===== config.mk =====
export PLATFORM = sky130hd
export DESIGN_NAME = range_xform_fifo
export DESIGN_NICKNAME = d
export VERILOG_FILES = /design/src/rtl/range_xform_pkg.sv /design/src/rtl/range_fifo.sv /design/src/rtl/range_xform_fifo.sv
export SDC_FILE = /design/constraint.sdc
export NUM_CORES = 1
export LEC_CHECK = 0
export ABC_AREA = 1
export ABC_CLOCK_PERIOD_IN_PS = 2000
export BUFFER_PORTS_ARGS = -buffer_cell sky130_fd_sc_hd__buf_2
export CAP_MARGIN = 5
export CORE_MARGIN = 10
export CORE_UTILIZATION = 52
export DETAILED_ROUTE_END_ITERATION = 6
export GPL_ROUTABILITY_DRIVEN = 1
export GPL_TIMING_DRIVEN = 0
export PLACE_DENSITY_LB_ADDON = 0.08
export SLEW_MARGIN = 20
export SYNTH_ARGS = -nofsm -noshare
export SYNTH_HDL_FRONTEND = slang
export SYNTH_SLANG_ARGS = --single-unit

===== constraint.sdc =====
create_clock -name clk -period 2 [get_ports clk]
set_input_delay 0.4 -clock clk [delete_from_list [all_inputs] [get_ports clk]]
set_output_delay 0.4 -clock clk [all_outputs]
set_load 0.005 [all_outputs]

===== src/rtl/range_xform_pkg.sv =====
// Shared constants and helpers for the bit-range transform FIFO.
package range_xform_pkg;

  // Transform select encodings
  localparam logic [1:0] MODE_PASS   = 2'd0;
  localparam logic [1:0] MODE_REV    = 2'd1;
  localparam logic [1:0] MODE_ANDREV = 2'd2;
  localparam logic [1:0] MODE_INC    = 2'd3;

  // Widest word bit_rev can handle
  localparam int MAX_W = 32;

  // Reverse the low w bits of v; bits at and above w come back as zero.
  // Bits are shifted out of v's LSB into r's LSB, so after w steps the
  // first bit taken (v[0]) has reached r[w-1].
  function automatic logic [MAX_W-1:0] bit_rev(input logic [MAX_W-1:0] v, input int w);
    logic [MAX_W-1:0] r;
    logic [MAX_W-1:0] v_s;
    r   = {MAX_W{1'b0}};
    v_s = v;
    for (int i = 0; i < MAX_W; i++) begin
      if (i < w) begin
        r   = {r[MAX_W-2:0], v_s[0]};
        v_s = v_s >> 1;
      end else begin
        r   = r;
      end
    end
    return r;
  endfunction

endpackage


===== src/rtl/range_fifo.sv =====
// Generic synchronous FIFO with a registered show-ahead head.
// rdata always holds the current head entry and keeps its last value when empty.
module range_fifo #(
  parameter int DATA_W = 6,
  parameter int DEPTH  = 4
) (
  input  logic                       clk,
  input  logic                       rst,
  input  logic                       push,
  input  logic                       pop,
  input  logic [DATA_W-1:0]          wdata,
  output logic [DATA_W-1:0]          rdata,
  output logic                       full,
  output logic                       empty,
  output logic [$clog2(DEPTH+1)-1:0] count
);

  localparam int AW = $clog2(DEPTH);
  localparam int CW = $clog2(DEPTH+1);

  logic [DATA_W-1:0] mem_q [DEPTH];
  logic [DATA_W-1:0] mem_d [DEPTH];
  logic [AW-1:0]     wptr_q, wptr_d;
  logic [AW-1:0]     rptr_q, rptr_d;
  logic [CW-1:0]     count_q, count_d;
  logic [DATA_W-1:0] rdata_q, rdata_d;
  logic              push_s, pop_s, head_from_write_s;

  // Next-state: pointers, occupancy, storage and the head register
  always_comb begin
    mem_d             = mem_q;
    push_s            = push && (count_q != CW'(DEPTH));
    pop_s             = pop && (count_q != {CW{1'b0}});
    // The new word becomes the head when nothing older survives this edge
    head_from_write_s = (count_q == {CW{1'b0}}) || ((count_q == CW'(1)) && pop_s);

    wptr_d = push_s ? (wptr_q + AW'(1)) : wptr_q;
    rptr_d = pop_s  ? (rptr_q + AW'(1)) : rptr_q;

    case ({push_s, pop_s})
      2'b10:   count_d = count_q + CW'(1);
      2'b01:   count_d = count_q - CW'(1);
      default: count_d = count_q;
    endcase

    if (push_s) begin
      mem_d[wptr_q] = wdata;
    end else begin
      mem_d = mem_q;
    end

    if (count_d == {CW{1'b0}}) begin
      rdata_d = rdata_q;
    end else if (push_s && head_from_write_s) begin
      rdata_d = wdata;
    end else begin
      rdata_d = mem_q[rptr_d];
    end
  end

  // State registers with synchronous reset
  always_ff @(posedge clk) begin
    if (rst) begin
      mem_q   <= '{default: {DATA_W{1'b0}}};
      wptr_q  <= {AW{1'b0}};
      rptr_q  <= {AW{1'b0}};
      count_q <= {CW{1'b0}};
      rdata_q <= {DATA_W{1'b0}};
    end else begin
      mem_q   <= mem_d;
      wptr_q  <= wptr_d;
      rptr_q  <= rptr_d;
      count_q <= count_d;
      rdata_q <= rdata_d;
    end
  end

  assign rdata = rdata_q;
  assign count = count_q;
  assign full  = (count_q == CW'(DEPTH));
  assign empty = (count_q == {CW{1'b0}});

endmodule


===== src/rtl/range_xform_fifo.sv =====
// Bit-range transform unit: words declared on [LO+W-1:LO] are transformed,
// one declared bit is extracted, and {result, bit, sel_err} is queued.
module range_xform_fifo
  import range_xform_pkg::*;
#(
  parameter int W     = 4,
  parameter int LO    = 1,
  parameter int DEPTH = 4,
  parameter int SW    = 4
) (
  input  logic                       clk,
  input  logic                       rst,
  input  logic                       in_valid,
  output logic                       in_ready,
  input  logic [LO+W-1:LO]           in_data,
  input  logic [1:0]                 in_mode,
  input  logic [SW-1:0]              in_sel,
  output logic                       out_valid,
  input  logic                       out_ready,
  output logic [LO+W-1:LO]           out_data,
  output logic                       out_bit,
  output logic                       out_sel_err,
  output logic [$clog2(DEPTH+1)-1:0] count
);

  logic [W-1:0]     d_s, rev_s, r_s, sh_s;
  logic [MAX_W-1:0] rev_full_s;
  logic [SW-1:0]    off_s;
  logic             bit_s, err_s;
  logic             push_s, pop_s, full_s, empty_s;
  logic [W+1:0]     rdata_s;

  // Transform and bit extract on the incoming word (declared index i is physical i-LO)
  always_comb begin
    d_s        = in_data;
    rev_full_s = bit_rev(MAX_W'(d_s), W);
    rev_s      = rev_full_s[W-1:0];

    case (in_mode)
      MODE_PASS:   r_s = d_s;
      MODE_REV:    r_s = rev_s;
      MODE_ANDREV: r_s = d_s & rev_s;
      MODE_INC:    r_s = d_s + W'(1'b1);
      default:     r_s = d_s;
    endcase

    if ((int'(in_sel) >= LO) && (int'(in_sel) <= LO + W - 1)) begin
      off_s = in_sel - SW'(LO);
      sh_s  = r_s >> off_s;
      bit_s = sh_s[0];
      err_s = 1'b0;
    end else begin
      off_s = {SW{1'b0}};
      sh_s  = r_s;
      bit_s = 1'b0;
      err_s = 1'b1;
    end

    // Acceptance ignores out_ready: a full FIFO takes nothing
    push_s = in_valid && !full_s;
    pop_s  = out_ready && !empty_s;
  end

  range_fifo #(
    .DATA_W (W + 2),
    .DEPTH  (DEPTH)
  ) u_fifo (
    .clk   (clk),
    .rst   (rst),
    .push  (push_s),
    .pop   (pop_s),
    .wdata ({r_s, bit_s, err_s}),
    .rdata (rdata_s),
    .full  (full_s),
    .empty (empty_s),
    .count (count)
  );

  assign in_ready    = !full_s;
  assign out_valid   = !empty_s;
  assign out_data    = rdata_s[W+1:2];
  assign out_bit     = rdata_s[1];
  assign out_sel_err = rdata_s[0];

endmodule


# Word-level counts from Yosys, hierarchy flattened
# Cells that the tools add are included.
[word_totals]
regBits = 37
out_inout_bits = 11
in_bits = 14
[op_classes]
n_bitwise = 3
n_mux = 12
n_addsub = 6
n_eq_ne = 8
shifts = 1
magnitude_cmp = 5
n_reduce_logical = 15
[op_table]
columns = ["cell", "n"]
rows = [
  ["bitwise mux 24 bit", 1],
  ["2-to-1 mux 6 bit", 4],
  ["one-hot mux 4 bit (4 select lines)", 1],
  ["binary-select mux 6 bit (select 2 bit)", 1],
  ["demux 6 bit (select 2 bit)", 1],
  ["logical AND 1 bit", 8],
  ["equality test 2 bit (second input constant)", 3],
  ["greater-or-equal comparator 3 bit (second input constant)", 2],
  ["zero test 3 bit", 2],
  ["NOT 2 -> 3 bit", 2],
  ["one-hot mux 3 bit (2 select lines)", 1],
  ["adder 2 x 1 -> 2 bit (second input constant)", 2],
  ["adder 4 x 1 -> 4 bit (second input constant)", 1],
  ["bitwise AND 4 bit", 1],
  ["equality test 2 x 1 -> 1 bit (second input constant)", 2],
  ["greater-or-equal comparator 4 x 1 -> 1 bit (second input constant)", 1],
  ["less-or-equal comparator 4 x 3 -> 1 bit (second input constant)", 1],
  ["right shift 4 x 4 -> 1 bit", 1],
  ["subtractor 4 x 1 -> 4 bit (second input constant)", 1],
  ["adder 3 x 1 -> 3 bit (second input constant)", 1],
  ["equality test 3 x 1 -> 1 bit (second input constant)", 1],
  ["equality test 3 bit (second input constant)", 1],
  ["less-than comparator 3 x 1 -> 1 bit (second input constant)", 1],
  ["inequality test 3 bit (second input constant)", 1],
  ["other kinds (7)", 9],
]

# Logic depth before layout (Yosys ltp)
[depth]
depth_word = 10
mapped_depth = 14
ltp_nobuf = 14

# Modules after synthesis
# From an unflattened synthesis, not the netlist that was laid out.
[hier_totals]
cells_unflattened = 351
hier_area_um2 = 2332.2
[by_module_without_submodules]
columns = ["module", "cells_per_inst", "seq_area_each_um2", "n_inst", "area_each_um2"]
rows = [
  ["range_fifo", 275, 740.7, 1, 1954.4],
  ["range_xform_fifo", 76, 0.0, 1, 377.9],
]

# Worst setup path after synthesis
# OpenSTA, ideal clock, no wires.
[synth_timing]
path_kind = "register to register"
start = "reg u_fifo.count_q[0], in the netlist u_fifo.count[0]"
end = "reg u_fifo.rdata_q[0], in the netlist u_fifo.rdata[0]"
path_buffers = 0
setup_time_ns = 0.120
arrival_time_ns = 1.996
path_slack_ns = -0.115
t_required_ns = 1.880
synth_period_minus_slack_ns = 2.115
path_stages_with_launch = 14
path_cell_list = "dfxtp_1 -> inv_1 -> ha_1 -> nand2_1 -> nand2_2 -> ha_1 -> inv_1 -> nand3_1 -> o21a_1 -> nor2_1 -> nand2_1 -> inv_1 -> a21oi_1 -> a21oi_1"
[synth_rtl]
columns = ["element", "line_no", "rtl"]
rows = [
  ["from (decl)", "range_fifo.sv:25", "logic [CW-1:0] count_q, count_d;"],
  ["from (signal assigned)", "range_fifo.sv:67", "count_q <= {CW{1'b0}};"],
  ["from (signal assigned)", "range_fifo.sv:73", "count_q <= count_d;"],
  ["equality test 3 bit *", "range_fifo.sv:80", "assign full = (count_q == CW'(DEPTH));"],
  ["zero test 1 bit *", "--", ""],
  ["named net in_ready", "range_xform_fifo.sv:14", "output logic in_ready,"],
  ["logical AND 1 bit *", "range_xform_fifo.sv:60", "push_s = in_valid && !full_s;"],
  ["logical AND 1 bit *", "range_fifo.sv:32", "push_s = push && (count_q != CW'(DEPTH));"],
  ["equality test 2 x 1 -> 1 bit / equality test 2 bit (equally long branches)", "range_fifo.sv:40", "case ({push_s, pop_s})"],
  ["one-hot mux 3 bit (2 select lines)", "range_fifo.sv:40", ""],
  ["zero test 3 bit", "range_fifo.sv:52", "if (count_d == {CW{1'b0}}) begin"],
  ["to (signal assigned)", "range_fifo.sv:68", "rdata_q <= {DATA_W{1'b0}};"],
  ["to (signal assigned)", "range_fifo.sv:74", "rdata_q <= rdata_d;"],
  ["to (decl)", "range_fifo.sv:26", "logic [DATA_W-1:0] rdata_q, rdata_d;"],
]
# Mark *: on every way through the listed nets, which the timed path passes. The rest lies on a longest branch. The select of a mux whose other input is x is not followed.
# A chain may end at the register's enable or synchronous reset.

# Worst setup path after layout
[layout_timing]
start = "reg u_fifo.count_q[1], in the netlist u_fifo.count[1]"
end = "reg u_fifo.rdata_q[4], in the netlist u_fifo.rdata[4]"
[layout_via]
elab_chain_cells = 10
[layout_rtl]
columns = ["element", "line_no", "rtl"]
rows = [
  ["zero test 3 bit", "range_fifo.sv:35, range_fifo.sv:81", ""],
  ["zero test 1 bit", "range_xform_fifo.sv:61", "pop_s = out_ready && !empty_s;"],
  ["logical AND 1 bit", "range_xform_fifo.sv:61", ""],
  ["logical AND 1 bit", "range_fifo.sv:33", "pop_s = pop && (count_q != {CW{1'b0}});"],
  ["2-to-1 mux 2 bit", "range_fifo.sv:38", "rptr_d = pop_s ? (rptr_q + AW'(1)) : rptr_q;"],
  ["NOT 2 -> 3 bit (not written as such)", "range_fifo.sv:57", "rdata_d = mem_q[rptr_d];"],
  ["binary-select mux 6 bit (select 2 bit)", "range_fifo.sv:57", ""],
  ["2-to-1 mux 6 bit (not written as such) (2 in series)", "range_fifo.sv:57", ""],
  ["2-to-1 mux 6 bit", "range_fifo.sv:54", "end else if (push_s && head_from_write_s) begin"],
]
# Several ways; a longest one is shown, not always the timed one. The select of a mux whose other input is x is not followed.

==> reports/qor.txt <==
status - finished, violations left
failing checks - setup timing
CP max stage delay - 0.36 ns
Root Driver - clkbuf_8
leading cell types by count after synthesis - nand2_1 (48), a21oi_1 (37), dfxtp_1 (37), inv_1 (37), o21ai_0 (34)
# hold bufs at CTS - 0
final period utilization - 100.5%
Synth Area in XOR/XNOR - 0.8032%
Synth Area in Compound Gates - 20.60%
Clock Tree Buf Depth - 2
IO Pins - 25
via count - 2055
Pwr per Cell Area - 1079 nW/um^2
largest fanout on the critical path - 4
area of the multi-input gates - 1266 sq um
Worst-Skew Late Latency - 0.30 ns
Filler cells - 380
post-synthesis adder-cell area fraction - 8.032%
most frequent cell after synthesis - nand2_1
Cell Rows - 23
post-synthesis mux area share - 0%
ys flop type - dfxtp_1
DP HPWL - 3803 um
Slew Limit Fails - 0
Mapped Avg Cell Area - 7.221 sq um
Area Overhead vs Synth - 19.91%
Sink Count - 37
DP Worst Slack - -0.2712 ns
Residual DRC - 0
Final WS setup - -0.009729 ns
PortBufs - 23
full die area - 7184 sq um
CTS tree - yes
Yosys cell types - 30
CTS clock-pin slew for the worst setup and hold paths - 0.08 ns
largest family of logic cells by synthesized area - simple AND/OR/NAND/NOR gates
wire length per cell - 13.13 um
final hold violation count - 0
Max stage delay cell, worst path - dfxtp_4
gr usage total - 14.36%
Worst Hold Class - primary input to register
R2R Setup Slk - -0.01 ns
minimum clock period - 2.010 ns
area leader, netlist - dfxtp_1
fmax - 0.4976 GHz
Die Wd - 84.76 um
MaxCap Viol Count - 0
VDD IR max - 0.6761 mV
Req. time, crit path - 2.19 ns
post-route ant nets - 0
Syn Nets - 330
wirelength, routed - 5160 um
Yosys reg bits - 37
pin count of the biggest net entering global routing - 14
critical-path cell list - inv_4, ha_4, nand2_4, nand2_4, inv_4, ha_4, inv_2, o211ai_1, nand2_1, nor2_2, nand2_1, o21ai_0, a21oi_1
initial antenna violation count - 0
Setup crit start kind - register
Min-Delay Path Depth - 2
WP data arrival - 2.20 ns
RSZ-0062 raised after global routing - true
Synth Warn # - 0
Worst R2R Path Depth - 13
share of the synthesized area in the top cell type - 33.96%
H-tree levels - 2
worst clock skew - 0.005658 ns
Final Setup Violations - 1
worst hold margin - 0.3399 ns
vias per std cell - 5.229
critical path type - register to register
register area - 748.2 sq um
Post-synth ARST share - 0%
gr ovfl total - 0
cell count after synthesis - 302
global-route wire length before repair - 8749 um
Post-Synth Simple-Gate Area - 25.93%
Initial Util - 54.13%
Placer Congestion - 0.9071
synth top area cells - dfxtp_1 (34%), a21oi_1 (8.5%), nand2_1 (8.3%), ha_1 (8.0%), o21ai_0 (7.8%)
Max transition margin - 67.61%
Vert. Die Dim - 84.76 um
ant diodes - 0
Worst Max-Slew Pin Slew - 0.4859 ns
LEAKAGE - 0.001222 uW
number of global-route vias before repair - 1927
core area - 4029 sq um
initial drt markers - 98
CP endpoint kind - register
Syn Std Cell Area - 2181 sq um
Post-synth EDFFs - 0
sequential element share of the synthesized area - 33.96%
Initial DRT Pass Iterations - 4
CTS Buf Count - 5
NumNets Final - 370
layout cells sized above 1 - 26.82%
==> repair_timing <==
item                       in CTS  in global routing
gates cloned                    1                  0
pin swaps                       4                 10
resized for setup              14                  9
setup buffers                   3                  6
setup endpoints to repair       6                  6
==> final timing paths <==
kind | startpoint | to
hold / removal | rst | u_fifo.count[0]
setup / recovery | u_fifo.count[1] | u_fifo.rdata[4]
setup reg to reg | u_fifo.count[1] | u_fifo.rdata[4]
hold reg to reg | u_fifo.wptr_q[1] | u_fifo.wptr_q[1]
==> flip-flops by register name (all words and copies together), names as in the netlist <==
signal / flops
u_fifo.wptr_q: 2
u_fifo.rptr_q: 2
u_fifo.rdata: 6
u_fifo.count: 3
u_fifo.mem_q: 24
==> metrics by stage <==
step                power, uW  instance area, sq um   TNS (ns)  instances  utilization, %
floorplan                1709                  2197          0        302               -
finish                   2821                  2615  -0.009729        393           64.91
global placement         1989                  2375     -1.185        375           58.94
global route             3025                  2615    -0.5452        393           64.91
CTS                      2760                  2547          0        387           63.23
detailed placement       2004                  2375     -1.495        375           58.94
==> critical path: cells and delay by family, from the launching register on <==
kind | cells | cell delay, ns
AOI/OAI and AO/OA | 3 | 0.38
buffers and inverters | 3 | 0.15
DFF | 1 | 0.36
adders and majority gates | 2 | 0.43
and+or+nand+nor | 5 | 0.57
==> power breakdown <==
part           switching [uW]  leakage, uW  internal [uW]
Combinational             716     0.000863            493
Clock                     290    0.0000543            373
Sequential               80.7     0.000305            867
Total                    1090      0.00122           1730
==> cell usage in the layout (no fill, tap or decap), types with 2 or more instances in the layout <==
master    instances
a21oi_1          36
a21oi_2           4
buf_2            28
buf_4             9
clkbuf_1          3
clkbuf_8          5
dfxtp_1          35
dfxtp_4           2
ha_1             11
ha_4              2
inv_1            32
inv_2             9
inv_4             3
nand2_1          46
nand2_2           8
nand2_4           7
nand3_1          33
nand4_2           2
nor2_1           12
nor2_2            2
o211ai_1          3
o21ai_0          32
==> layout make-up <==
cell class / instances / area share, %
Buffer: 10 / 2.584
Clock buffer: 5 / 2.632
Clock inverter: 3 / 1.770
Inverter: 44 / 6.603
Multi-Input combinational cell: 212 / 48.42
Sequential cell: 37 / 28.61
Tap cell: 50 / 2.392
Timing Repair Buffer: 32 / 6.986
==> per-layer routing <==
layer / global-route usage, % / routed length (um) / part of all wire [%] / vias to the layer above
li1: - / - / - / 1074
met1: 18.09 / 2402 / 47 / 928
met2: 22.86 / 2412 / 47 / 46
met3: 3.671 / 265 / 5.1 / 7
met4: 5.389 / 79 / 1.5 / 0
met5: 0 / 0 / 0 / -
==> cells by family after synthesis <==
| kind of cell | Yosys count |
|---|---|
| AND/OR/NAND/NOR | 114 |
| AO/OA/AOI/OAI | 81 |
| buffers and inverters | 54 |
| flip-flops | 37 |
| adder cells (fa/ha/maj) | 14 |
| XOR/XNOR | 2 |
(Power assumes the default switching activity.)
